<file path="config.mk">
export PLATFORM = sky130hd
export DESIGN_NAME = prog_loader_flat
export DESIGN_NICKNAME = d
export VERILOG_FILES = /design/src/rtl/prog_loader_pkg.sv /design/src/rtl/prog_loader_if.sv /design/src/rtl/prog_loader_word_assembler.sv /design/src/rtl/prog_loader.sv /design/src/flat_wrapper.sv
export SDC_FILE = /design/constraint.sdc
export NUM_CORES = 1
export LEC_CHECK = 0
export ABC_AREA = 1
export CORE_MARGIN = 4
export CORE_UTILIZATION = 55
export CTS_CLUSTER_DIAMETER = 40
export CTS_CLUSTER_SIZE = 25
export DETAILED_ROUTE_END_ITERATION = 10
export GPL_TIMING_DRIVEN = 1
export MAX_ROUTING_LAYER = met4
export PLACE_DENSITY = 0.8
export SLEW_MARGIN = 5
export SYNTH_ARGS = -nofsm -noshare
export SYNTH_HDL_FRONTEND = slang
export SYNTH_HIERARCHICAL = 1
export SYNTH_SLANG_ARGS = --single-unit
</file>
<file path="constraint.sdc">
create_clock -name clock -period 2.4 [get_ports clock]
set_input_delay 0.48 -clock clock [delete_from_list [all_inputs] [get_ports clock]]
set_output_delay 0.48 -clock clock [all_outputs]
set_load 0.005 [all_outputs]
</file>
<file path="src/rtl/prog_loader_pkg.sv">
// Shared types and constants for the program loader: FSM state encoding,
// word geometry and default sizing.
package prog_loader_pkg;

  localparam int BYTES_PER_WORD    = 4;
  localparam int MAX_WORDS_DEFAULT = 64;
  localparam int ADDR_W_DEFAULT    = 8;

  typedef enum logic [2:0] {
    ST_IDLE  = 3'd0,
    ST_LEN   = 3'd1,
    ST_DATA  = 3'd2,
    ST_WRITE = 3'd3,
    ST_CHECK = 3'd4,
    ST_DONE  = 3'd5,
    ST_ERROR = 3'd6
  } state_e;

  function automatic logic takes_bytes(input state_e s);
    return (s == ST_LEN) || (s == ST_DATA) || (s == ST_CHECK);
  endfunction

  function automatic logic is_loading(input state_e s);
    return (s == ST_LEN) || (s == ST_DATA) || (s == ST_WRITE) || (s == ST_CHECK);
  endfunction

endpackage

</file>
<file path="src/rtl/prog_loader_if.sv">
// Byte-stream input and instruction-memory write port of the program loader.
// slave = loader side, master = stream source / memory side.
interface prog_loader_if
  import prog_loader_pkg::*;
#(
  parameter int ADDR_W = ADDR_W_DEFAULT
) ();

  logic              in_valid;
  logic [7:0]        in_data;
  logic              in_ready;
  logic              im_we;
  logic [ADDR_W-1:0] im_addr;
  logic [31:0]       im_wdata;

  modport master (
    output in_valid, in_data,
    input  in_ready, im_we, im_addr, im_wdata
  );

  modport slave (
    input  in_valid, in_data,
    output in_ready, im_we, im_addr, im_wdata
  );

endinterface

</file>
<file path="src/rtl/prog_loader_word_assembler.sv">
// Packs accepted bytes little-endian into a 32-bit word. word_o only changes
// when the fourth byte lands, so it holds its value between memory writes.
module word_assembler
  import prog_loader_pkg::*;
(
  input  logic        clock,
  input  logic        rst,
  input  logic [7:0]  byte_i,
  input  logic        strobe_i,
  input  logic        clear_i,
  output logic [1:0]  byte_idx_o,
  output logic [31:0] word_o,
  output logic        word_full_o
);

  localparam logic [1:0] LAST_IDX = 2'(BYTES_PER_WORD - 1);

  logic [1:0]  idx_q,   idx_d;
  logic [23:0] lanes_q, lanes_d;
  logic [31:0] word_q,  word_d;
  logic        full_q,  full_d;

  // Next-state for byte lanes, index and completed word
  always_comb begin
    idx_d   = idx_q;
    lanes_d = lanes_q;
    word_d  = word_q;
    full_d  = 1'b0;
    if (clear_i) begin
      idx_d = 2'd0;
    end else if (strobe_i) begin
      case (idx_q)
        2'd0:    lanes_d[7:0]   = byte_i;
        2'd1:    lanes_d[15:8]  = byte_i;
        2'd2:    lanes_d[23:16] = byte_i;
        default: begin
          word_d = {byte_i, lanes_q};
          full_d = 1'b1;
        end
      endcase
      idx_d = (idx_q == LAST_IDX) ? 2'd0 : idx_q + 2'd1;
    end else begin
      idx_d = idx_q;
    end
  end

  // Assembler state registers
  always_ff @(posedge clock or negedge rst) begin
    if (!rst) begin
      idx_q   <= 2'd0;
      lanes_q <= 24'h000000;
      word_q  <= 32'h0000_0000;
      full_q  <= 1'b0;
    end else begin
      idx_q   <= idx_d;
      lanes_q <= lanes_d;
      word_q  <= word_d;
      full_q  <= full_d;
    end
  end

  assign byte_idx_o  = idx_q;
  assign word_o      = word_q;
  assign word_full_o = full_q;

endmodule

</file>
<file path="src/rtl/prog_loader.sv">
// Boot-time program loader: length byte, then little-endian words written to
// instruction memory while the core is held. Optional checksum: PROG_LOADER_CHECKSUM_EN.
module prog_loader
  import prog_loader_pkg::*;
#(
  parameter int ADDR_W    = ADDR_W_DEFAULT,
  parameter int MAX_WORDS = MAX_WORDS_DEFAULT
) (
  input  logic         clock,
  input  logic         rst,
  input  logic         start,
  prog_loader_if.slave bus,
  output logic         core_hold,
  output logic         busy,
  output logic         done,
  output logic         error
);

  localparam logic [1:0] LAST_IDX = 2'(BYTES_PER_WORD - 1);
  localparam logic [8:0] MAX_N    = 9'(MAX_WORDS);

  state_e            state_q, state_d;
  logic [7:0]        len_q, len_d;
  logic [7:0]        widx_q, widx_d;
  logic [ADDR_W-1:0] addr_q, addr_d;
  logic              in_ready_q, in_ready_d;
  logic              im_we_q, im_we_d;
  logic              core_hold_q, core_hold_d;
  logic              busy_q, busy_d;
  logic              done_q, done_d;
  logic              error_q, error_d;
`ifdef PROG_LOADER_CHECKSUM_EN
  logic [7:0]        csum_q, csum_d;
`endif

  logic              accept_s;
  logic              asm_clear_s;
  logic              asm_strobe_s;
  logic [1:0]        byte_idx_s;
  logic [31:0]       word_s;
  logic              word_full_s;
  logic [7:0]        next_idx_s;

  assign accept_s     = bus.in_valid & in_ready_q;
  assign asm_strobe_s = accept_s & (state_q == ST_DATA);
  assign next_idx_s   = widx_q + 8'd1;

  word_assembler u_asm (
    .clock       (clock),
    .rst         (rst),
    .byte_i      (bus.in_data),
    .strobe_i    (asm_strobe_s),
    .clear_i     (asm_clear_s),
    .byte_idx_o  (byte_idx_s),
    .word_o      (word_s),
    .word_full_o (word_full_s)
  );

  // Load sequencing and next values of the registered outputs
  always_comb begin
    state_d     = state_q;
    len_d       = len_q;
    widx_d      = widx_q;
    addr_d      = addr_q;
    asm_clear_s = 1'b0;
`ifdef PROG_LOADER_CHECKSUM_EN
    csum_d      = csum_q;
`endif
    case (state_q)
      ST_IDLE, ST_DONE, ST_ERROR: begin
        if (start) begin
          state_d     = ST_LEN;
          asm_clear_s = 1'b1;
`ifdef PROG_LOADER_CHECKSUM_EN
          csum_d      = 8'h00;
`endif
        end else begin
          state_d = state_q;
        end
      end
      ST_LEN: begin
        if (!accept_s) begin
          state_d = state_q;
        end else if (bus.in_data == 8'h00) begin
          state_d = ST_DONE;
        end else if ({1'b0, bus.in_data} > MAX_N) begin
          state_d = ST_ERROR;
        end else begin
          len_d   = bus.in_data;
          widx_d  = 8'h00;
          state_d = ST_DATA;
        end
      end
      ST_DATA: begin
        if (accept_s) begin
`ifdef PROG_LOADER_CHECKSUM_EN
          csum_d = csum_q ^ bus.in_data;
`endif
          if (byte_idx_s == LAST_IDX) begin
            state_d = ST_WRITE;
            addr_d  = ADDR_W'({widx_q, 2'b00});
          end else begin
            state_d = state_q;
          end
        end else begin
          state_d = state_q;
        end
      end
      ST_WRITE: begin
        // A write cycle without a freshly completed word means the datapath lost sync
        if (!word_full_s) begin
          state_d = ST_ERROR;
        end else begin
          widx_d = next_idx_s;
          if (next_idx_s == len_q) begin
`ifdef PROG_LOADER_CHECKSUM_EN
            state_d = ST_CHECK;
`else
            state_d = ST_DONE;
`endif
          end else begin
            state_d = ST_DATA;
          end
        end
      end
`ifdef PROG_LOADER_CHECKSUM_EN
      ST_CHECK: begin
        if (accept_s) begin
          state_d = (bus.in_data == csum_q) ? ST_DONE : ST_ERROR;
        end else begin
          state_d = state_q;
        end
      end
`endif
      default: begin
        state_d = ST_ERROR;
      end
    endcase

    in_ready_d  = takes_bytes(state_d);
    busy_d      = is_loading(state_d);
    im_we_d     = (state_d == ST_WRITE);
    done_d      = (state_d == ST_DONE);
    error_d     = (state_d == ST_ERROR);
    core_hold_d = (state_d != ST_DONE);
  end

  // FSM state, counters and registered outputs
  always_ff @(posedge clock or negedge rst) begin
    if (!rst) begin
      state_q     <= ST_IDLE;
      len_q       <= 8'h00;
      widx_q      <= 8'h00;
      addr_q      <= '0;
      in_ready_q  <= 1'b0;
      im_we_q     <= 1'b0;
      core_hold_q <= 1'b1;
      busy_q      <= 1'b0;
      done_q      <= 1'b0;
      error_q     <= 1'b0;
`ifdef PROG_LOADER_CHECKSUM_EN
      csum_q      <= 8'h00;
`endif
    end else begin
      state_q     <= state_d;
      len_q       <= len_d;
      widx_q      <= widx_d;
      addr_q      <= addr_d;
      in_ready_q  <= in_ready_d;
      im_we_q     <= im_we_d;
      core_hold_q <= core_hold_d;
      busy_q      <= busy_d;
      done_q      <= done_d;
      error_q     <= error_d;
`ifdef PROG_LOADER_CHECKSUM_EN
      csum_q      <= csum_d;
`endif
    end
  end

  assign bus.in_ready = in_ready_q;
  assign bus.im_we    = im_we_q;
  assign bus.im_addr  = addr_q;
  assign bus.im_wdata = word_s;
  assign core_hold    = core_hold_q;
  assign busy         = busy_q;
  assign done         = done_q;
  assign error        = error_q;

endmodule

</file>
<file path="src/flat_wrapper.sv">
// flat-port wrapper written by rule: the top's interface ports become plain ports
module prog_loader_flat import prog_loader_pkg::*;
#(
  parameter int ADDR_W    = ADDR_W_DEFAULT,
  parameter int MAX_WORDS = MAX_WORDS_DEFAULT
)
  (clock, rst, start, core_hold, busy, done, error, bus_in_valid, bus_in_data, bus_in_ready, bus_im_we, bus_im_addr, bus_im_wdata);
  prog_loader_if #(.ADDR_W(ADDR_W)) bus_i ();
  input  logic clock;
  input  logic rst;
  input  logic start;
  output logic core_hold;
  output logic busy;
  output logic done;
  output logic error;
  input wire logic [$bits(bus_i.in_valid)-1:0] bus_in_valid;
  input wire logic [$bits(bus_i.in_data)-1:0] bus_in_data;
  output wire logic [$bits(bus_i.in_ready)-1:0] bus_in_ready;
  output wire logic [$bits(bus_i.im_we)-1:0] bus_im_we;
  output wire logic [$bits(bus_i.im_addr)-1:0] bus_im_addr;
  output wire logic [$bits(bus_i.im_wdata)-1:0] bus_im_wdata;
  assign bus_i.in_valid = bus_in_valid;
  assign bus_i.in_data = bus_in_data;
  assign bus_in_ready = bus_i.in_ready;
  assign bus_im_we = bus_i.im_we;
  assign bus_im_addr = bus_i.im_addr;
  assign bus_im_wdata = bus_i.im_wdata;
  prog_loader #(.ADDR_W(ADDR_W), .MAX_WORDS(MAX_WORDS)) u_core (.clock(clock), .rst(rst), .start(start), .bus(bus_i), .core_hold(core_hold), .busy(busy), .done(done), .error(error));
endmodule
</file>
# After elaboration in Yosys (flattened, before gate mapping)
# Index checks and enable logic that the tools add are counted.
# word_totals
register_bits	90
output_inout_bits	46
in_bits	12
# op_classes
n_addsub	2
bitwise_logic	6
n_eq_ne	20
n_lt_le_gt_ge	1
n_reduce_logical	18
mux	22
# ops
operator	count
8-bit 2-to-1 mux	4
3-bit 2-to-1 mux	8
8-bit case mux with 2 select lines	1
3-bit == test (second input constant)	5
3-bit AND reduction	5
3-bit by 2-bit == test with 1-bit output (second input constant)	4
3-bit case mux with 4 select lines	1
8-bit by 1-bit adder with 8-bit output (second input constant)	1
8-bit == test	1
8-bit by 7-bit > comparator with 1-bit output (second input constant)	1
8-bit zero test	1
3-bit by 1-bit == test with 1-bit output (second input constant)	2
2-bit 2-to-1 mux	3
2-bit != test (second input constant)	3
3-bit OR reduction	2
1-bit 2-to-1 mux	5
5-bit AND reduction	1
2-bit == test (second input constant)	2
1-bit logical OR	4
1-bit inverter	4
4-bit AND reduction	1
2-bit nonzero test	2
3-bit zero test	1
3-bit != test (second input constant)	1
5 further kinds	6

# Logic depth before layout (Yosys ltp)
# Gate-level depths: netlist of the first run.
# logic_depth
depth_word	9
depth_mapped	14
ltp_nobuf	14

# By module
# Netlist of the first run, hierarchy kept.
# by_module_without_submodules
module	cells_per_inst	area_each_um2	n_inst
word_assembler	271	2580.0	1
prog_loader	223	1681.6	1

# Worst setup path after synthesis of the first run
# Ideal clock, no wire load.
# synth_path
path_type	register -> register
startpoint	register u_core.widx_q[1]
endpoint	register u_core.busy_q, in the netlist u_core/busy
setup_slack_ps	618
required_ps	2264
n_path_buf	0
stages_incl_launch_ff	12
arrival_ps	1646
cell_sequence	dfrtp_1 ha_1 xnor2_1 nand2_1 nor2_2 nand3_1 nor2_2 nand2_1 a21oi_4 nor2_1 nand2_1 nand3_1
# synth_between
elab_chain_len	9
# synth_rtl
item	line_no	rtl
start: declaration	prog_loader.sv:24	logic [7:0] widx_q, widx_d;
start signal: assignment	prog_loader.sv:167	widx_q <= widx_d;
8-bit by 1-bit adder with 8-bit output *	prog_loader.sv:46	assign next_idx_s = widx_q + 8'd1;
8-bit == test *	prog_loader.sv:115	if (next_idx_s == len_q) begin
3-bit 2-to-1 mux *	prog_loader.sv:115	
3-bit 2-to-1 mux *	prog_loader.sv:111	if (!word_full_s) begin
3-bit case mux with 4 select lines *	prog_loader.sv:69	case (state_q)
3-bit by 1-bit == test with 1-bit output or 3-bit by 2-bit == test with 1-bit output (tied branches)	prog_loader_pkg.sv:24	return (s == ST_LEN) || (s == ST_DATA) || (s == ST_WRITE) || (s == ST_CHECK);
1-bit logical OR (2 in a row)	prog_loader_pkg.sv:24	
1-bit logical OR *	prog_loader_pkg.sv:24	
named net u_core.busy_d	prog_loader.sv:29	logic busy_q, busy_d;
end signal: assignment	prog_loader.sv:172	busy_q <= busy_d;
end: declaration	prog_loader.sv:29	
# The timed path passes the listed nets; every way through them passes the cells marked *.
# A chain may end at the register's enable or synchronous reset.

# Final worst setup path of the first run
# Same ends and word-level chain as after synthesis.

==> flow_summary.json, run 1 <==
{
  "synth_ff_type": "dfrtp_1",
  "synth_cells": 494,
  "synth-seq-cells": 90,
  "core-area_sq_um": 7408,
  "tightest_slew_ns": 0.6175,
  "status": "complete, no violations",
  "cp_slowest_stage_delay_ns": 0.48,
  "crit_type": "reg2reg",
  "hold-worst-slack_ns": 0.4768,
  "place_hpwl_microns": 7035,
  "synth.avg_cell_area_sq_um": 8.627,
  "min_path_type": "reg2reg",
  "drv_cap": 0,
  "fin_crit_sh": 0.8754,
  "cts_buffers": 9,
  "cp.required_ns": 2.65,
  "grt_setup_unrepaired": "no",
  "grt_max_degree": 44,
  "drtIter0Drc": 318,
  "final_common_cell": "nand2_1",
  "slowest_stage": "dfrtp_1",
  "r2r_slack_ns": 0.30,
  "antenna_found_initial": 0,
  "first_pass_iters": 5,
  "crit_fanout": 6,
  "yosysWarnings": 6,
  "vias_per_cell": 5.429,
  "h-tree-depth": 3,
  "setup_viol": 0,
  "crit_start": "u_core/widx_q[1]",
  "critPathBufInv": 0,
  "path_cells": "ha_1 -> nand2_2 -> nor2_2 -> nand2_1 -> nand3b_1 -> nand3_1 -> nor2_2 -> nand2_1 -> a21oi_4 -> nor2_1 -> nand2_1 -> nand3_1",
  "wl_microns": 9850,
  "wl_per_cell_microns": 14.99,
  "clk_path_buf_depth": 2,
  "cts_setup_buffers": 0,
  "final_cell_area_sq_um": 5107,
  "cp_top_family": "simple AND/OR/NAND/NOR gates",
  "grtUsageTotal": 0.2446,
  "die_h_microns": 96.03,
  "cp.depth": 12,
  "die_w_microns": 96.03,
  "crit_top_cell": "nand2_1",
  "rr_worst_depth": 12,
  "r2r_end": "u_core/busy",
  "fin_crit_ns": 2.101,
  "nNetsFinal": 571,
  "drive_gt1_frac": 0.1022,
  "area_growth_pct": 19.85,
  "io_pins": 58,
  "dieArea_sq_um": 9221,
  "arrival_ns": 2.35,
  "ant_nets": 0,
  "insertion_delay_ns": 0.37,
  "place.gp.congestion": 0.9822,
  "antenna_cells": 0,
  "clk_pin_slew_worst_paths_ns": 0.10,
  "fin_tns_setup_ns": 0,
  "clk_root_buffer_cell": "clkbuf_8",
  "final-hold-violation-count": 0,
  "power_leakage_nw": 2.567,
  "end_kind": "flop",
  "route.detailed.drc": 0,
  "cts_sinks": 90,
  "fillers": 584,
  "layout_common_cells": "nand2_1, dfrtp_1, nand4_1",
  "async_reset_ff_frac": 1.000,
  "ys_seq_area_frac": 0.5288,
  "placed_cell_area_sq_um": 4896,
  "finalPower_w": 0.004299,
  "vias": 3567,
  "rr_startpoint": "u_core/widx_q[1]",
  "synth_cell_type_count": 34,
  "io_buffers": 55,
  "peakVddDrop_v": 0.0007857,
  "drv_slew": 0,
  "startpoint_type": "flop",
  "gr-total-overflow": 0,
  "endpoint": "u_core/busy",
  "powerDensity_nw_per_um2": 841.7,
  "cts_tree": "yes",
  "grt_pass1_wl_microns": 16700,
  "slew_headroom": 0.5865,
  "synth_edf_count": 0,
  "max_freq_ghz": 0.4760,
  "syn_area_sq_um": 4262,
  "ctsResizeCount": 0,
  "grt_pass1_vias": 3465,
  "rows": 31,
  "postLayoutCoreUtil": 0.6894,
  "fin_skew_ns": 0.01115,
  "initial_core_util": 0.5752
}
[worst min-delay path, cell delays in order (launching register included)]
cell	delay, ns
dfrtp_1	0.35
nand2_1	0.06
nand2_1	0.05
[metal layers]
layer	part of all wire	track usage	up-vias
met1	0.44	0.3167	1671
met5	0	-	-
met4	0.026	0.1114	0
li1	-	-	1744
met2	0.48	0.3675	127
met3	0.058	0.05551	25
[registers in the layout (all words and copies together), names as in the netlist]
name / count
u_core/len_q: 8
u_core/bus.im_addr: 6
u_core/u_asm/lanes_q: 24
u_core/bus.in_ready: 1
u_core/bus.im_we: 1
u_core/state_q: 3
u_core/u_asm/word_full_o: 1
u_core/core_hold: 1
u_core/u_asm/word_o: 32
u_core/u_asm/byte_idx_o: 2
u_core/error: 1
u_core/done: 1
u_core/busy: 1
u_core/widx_q: 8
[cell families after synthesis]
logic type / after synthesis / synth area share
AO/OA/AOI/OAI: 31 / 0.04111
adder cells (fa/ha/maj): 6 / 0.01762
XOR/XNOR: 2 / 0.004111
flip-flops: 90 / 0.5288
other: 1 / 0.0008800
AND/OR/NAND/NOR: 300 / 0.3247
buffers and inverters: 64 / 0.08280
[cells in the mapped netlist (all sizes together), types with 3 or more instances]
master  instances  area, sq um
ha              6        75.07
nor2           19        101.4
a21oi           4        31.28
nand3b          3        22.52
nor3            4        25.02
buf            26        207.7
nand3          27        147.6
nand2         186        705.7
inv            36        137.6
o21ai          23        115.1
nand4          60        375.4
dfrtp          89         2227
[worst min-delay path by stage]
stage | start | to | slack [ns] | cells after the start
finish | u_core/u_asm/word_o[10] | u_core/u_asm/word_o[10] | 0.48 | 2
global route | u_core/u_asm/word_o[4] | u_core/u_asm/word_o[4] | 0.50 | 2
CTS | u_core/u_asm/word_o[2] | u_core/u_asm/word_o[2] | 0.48 | 2
detailed placement | rst | u_core/u_asm/word_o[13] | 0.40 | 1
global placement | rst | u_core/u_asm/word_o[14] | 0.39 | 1
floorplan | rst | u_core/bus.im_addr[2] | 0.18 | 0
[through the flow]
step           worst slack [ns]  instances
2_1_floorplan            0.6183        495
3_3_place_gp             0.1824        640
3_5_place_dp            0.04058        640
4_1_cts                  0.3272        657
5_1_grt                  0.1103        657
6_report                 0.2990        657
[where the power goes]
group	internal, W	total, W	switching [W]
combinational	0.000454	0.00129	0.000833
sequential	0.00175	0.00196	0.000206
clock	0.000486	0.00105	0.000568
[final cells by class]
cell class	instances	area, sq um	share of cell area
well taps	99	123.9	0.02425
clock inverters	7	77.57	0.01519
inverters	36	137.6	0.02695
repair buffers	75	725.7	0.1421
flip-flops and latches	90	2253	0.4412
clock buffers	9	123.9	0.02425
multi-input cells	341	1665	0.3261
[what timing repair did]
item,CTS,global route
setup endpoints to repair,0,0
hold buffers,1,0
hold endpoints to repair,8,0
Note: power is estimated with default switching activity, not from simulation.
==> inputs of run 2 (changes only) <==
- ABC_AREA: 1 -> not set
==> flow_summary.json, run 2 <==
{
  "ys_top_cells_by_area": "dfrtp_1, mux2_2, mux2_4",
  "synth-seq-cells": 90,
  "synth_cell_type_count": 55,
  "vias_per_cell": 5.599,
  "peakVddDrop_v": 0.0003910,
  "cts_setup_buffers": 0,
  "crit_top_cell": "or3_1",
  "holdBufCountCts": 0,
  "finalPower_w": 0.004377,
  "route.detailed.drc": 0,
  "grt_max_degree": 37,
  "antenna_cells": 0,
  "cts_tree": "yes",
  "tightest_slew_ns": 0.5111,
  "dieArea_sq_um": 9044,
  "synth_largest_area_cell": "dfrtp_1",
  "grtUsageTotal": 0.2181,
  "fillers": 488,
  "place.gp.congestion": 0.9311,
  "die_h_microns": 95.10,
  "async_reset_ff_frac": 1.000,
  "die_w_microns": 95.10,
  "arrival_ns": 2.55,
  "slowest_stage": "or3_1",
  "startpoint_type": "primary input",
  "path_cells": "clkdlybuf4s50_1 -> or3_1 -> o31a_1 -> o311ai_4 -> xor2_1 -> or3_1 -> o211ai_1",
  "synth.avg_cell_area_sq_um": 13.37,
  "grt_pass1_wl_microns": 14370,
  "fin_crit_sh": 0.9502,
  "critPathBufInv": 1,
  "cp.required_ns": 2.67,
  "clk_root_buffer_cell": "clkbuf_8",
  "h-tree-depth": 3,
  "fin_crit_ns": 2.281,
  "slew_headroom": 0.6550,
  "antenna_found_initial": 0,
  "initial_core_util": 0.5692,
  "insertion_delay_ns": 0.36,
  "syn_area_sq_um": 4173,
  "final-hold-violation-count": 0,
  "grt_setup_unrepaired": "no",
  "layout_common_cells": "dfrtp_1, clkdlybuf4s50_1, mux2_2",
  "synth_cells": 312,
  "end_kind": "flop",
  "drv_cap": 0,
  "gr-total-overflow": 0,
  "powerDensity_nw_per_um2": 845.8,
  "vias": 2749,
  "setup_viol": 0,
  "cts_sinks": 90,
  "io_pins": 58,
  "drv_slew": 0,
  "cp_slowest_stage_delay_ns": 0.46,
  "drtIter0Drc": 128,
  "wl_microns": 8666,
  "r2r_slack_ns": 0.17,
  "first_pass_iters": 6,
  "wl_per_cell_microns": 17.65,
  "nNetsFinal": 406,
  "clk_path_buf_depth": 2,
  "status": "complete, no violations",
  "final_common_cell": "dfrtp_1",
  "synth_ff_type": "dfrtp_1",
  "area_growth_pct": 24.02,
  "max_freq_ghz": 0.4385,
  "synth_edf_count": 0,
  "ant_nets": 0,
  "power_leakage_nw": 2.564,
  "rows": 31,
  "place_hpwl_microns": 6126,
  "fin_skew_ns": 0.01427,
  "io_buffers": 55,
  "min_path_type": "in2async",
  "cts_buffers": 9,
  "crit_type": "in2reg",
  "core-area_sq_um": 7331,
  "crit_fanout": 4,
  "drive_gt1_frac": 0.3087,
  "yosysTopAreaCellShare": 0.5337,
  "yosysWarnings": 6,
  "yosysMostFrequentCell": "dfrtp_1",
  "ys_seq_area_frac": 0.5400,
  "postLayoutCoreUtil": 0.7059,
  "largest_reg_flops": 32,
  "clk_pin_slew_worst_paths_ns": 0.09,
  "grt_pass1_vias": 2790,
  "synth_common_cells": "dfrtp_1, mux2_2, mux2_4",
  "cp_top_family": "simple AND/OR/NAND/NOR gates"
}
## run 2: layout make-up
| type | count | area [sq um] | area share |
|---|---|---|---|
| multi-input cells | 201 | 1822 | 0.3520 |
| repair buffers | 77 | 740.7 | 0.1431 |
| clock buffers | 10 | 137.6 | 0.02660 |
| flip-flops and latches | 90 | 2253 | 0.4354 |
| well taps | 99 | 123.9 | 0.02394 |
| clock inverters | 5 | 63.81 | 0.01233 |
| inverters | 9 | 33.78 | 0.006528 |
## run 2: what timing repair did
| action | 4_1_cts | 5_1_grt |
|---|---|---|
| setup endpoints to repair | 14 | 12 |
| gates resized for setup | 5 | 3 |
| pin swaps | 4 | 2 |
## run 2: cells by family after synthesis
logic type	synth area share
AOI/OAI and AO/OA	0.06867
xor gates and xnor gates	0.02309
adders and majority gates	0.01799
buffers and inverters	0.02969
DFF	0.5400
muxes	0.2147
other	0.0008987
and+or+nand+nor	0.1049
## run 2: path summary, 6_finish.rpt
kind | startpoint | endpoint | depth (start not counted)
hold reg to reg | u_core/u_asm/lanes_q[4] | u_core/u_asm/word_o[4] | 1
setup / recovery | bus_in_data[1] | u_core/busy | 7
max in group asynchronous | rst | u_core/core_hold | 2
min in group clock | u_core/u_asm/lanes_q[4] | u_core/u_asm/word_o[4] | 1
hold / removal | rst | u_core/u_asm/lanes_q[16] | 1
setup reg to reg | u_core/widx_q[0] | u_core/busy | 6
## run 2: metal layers
layer,vias to the layer above,track usage,wire (microns)
met4,0,0.09135,176
met5,-,-,0
met1,1386,0.2906,3959
met3,14,0.03867,347
li1,1264,-,-
met2,85,0.3312,4182
## run 2: worst register-to-register path: stages, from the launching register on
cell and delay, ns:
dfrtp_1 0.45, ha_1 0.36, xnor2_1 0.16, o311ai_0 0.20, or4_4 0.47, and4bb_1 0.35, o211ai_1 0.11
## run 2: report_power, final
group,switching (W),internal [W],leakage (nW),total (W)
registers,0.000323,0.00185,1.19,0.00218
clock network,0.000537,0.000511,0.0989,0.00105
logic,0.000485,0.000667,1.28,0.00115
## run 2: per-stage QoR
stage	area, sq um	hold WS [ns]	cells	worst slack, ns	setup TNS (ns)
floorplan	4177	0.1844	313	0.1358	0
global placement	4949	0.4627	476	-0.4576	-8.036
detailed placement	4949	0.4681	476	-0.5063	-8.983
CTS	5160	0.06421	491	0.0005651	0
global route	5175	0.07750	491	0.01859	0
finish	5175	0.06304	491	0.1195	0
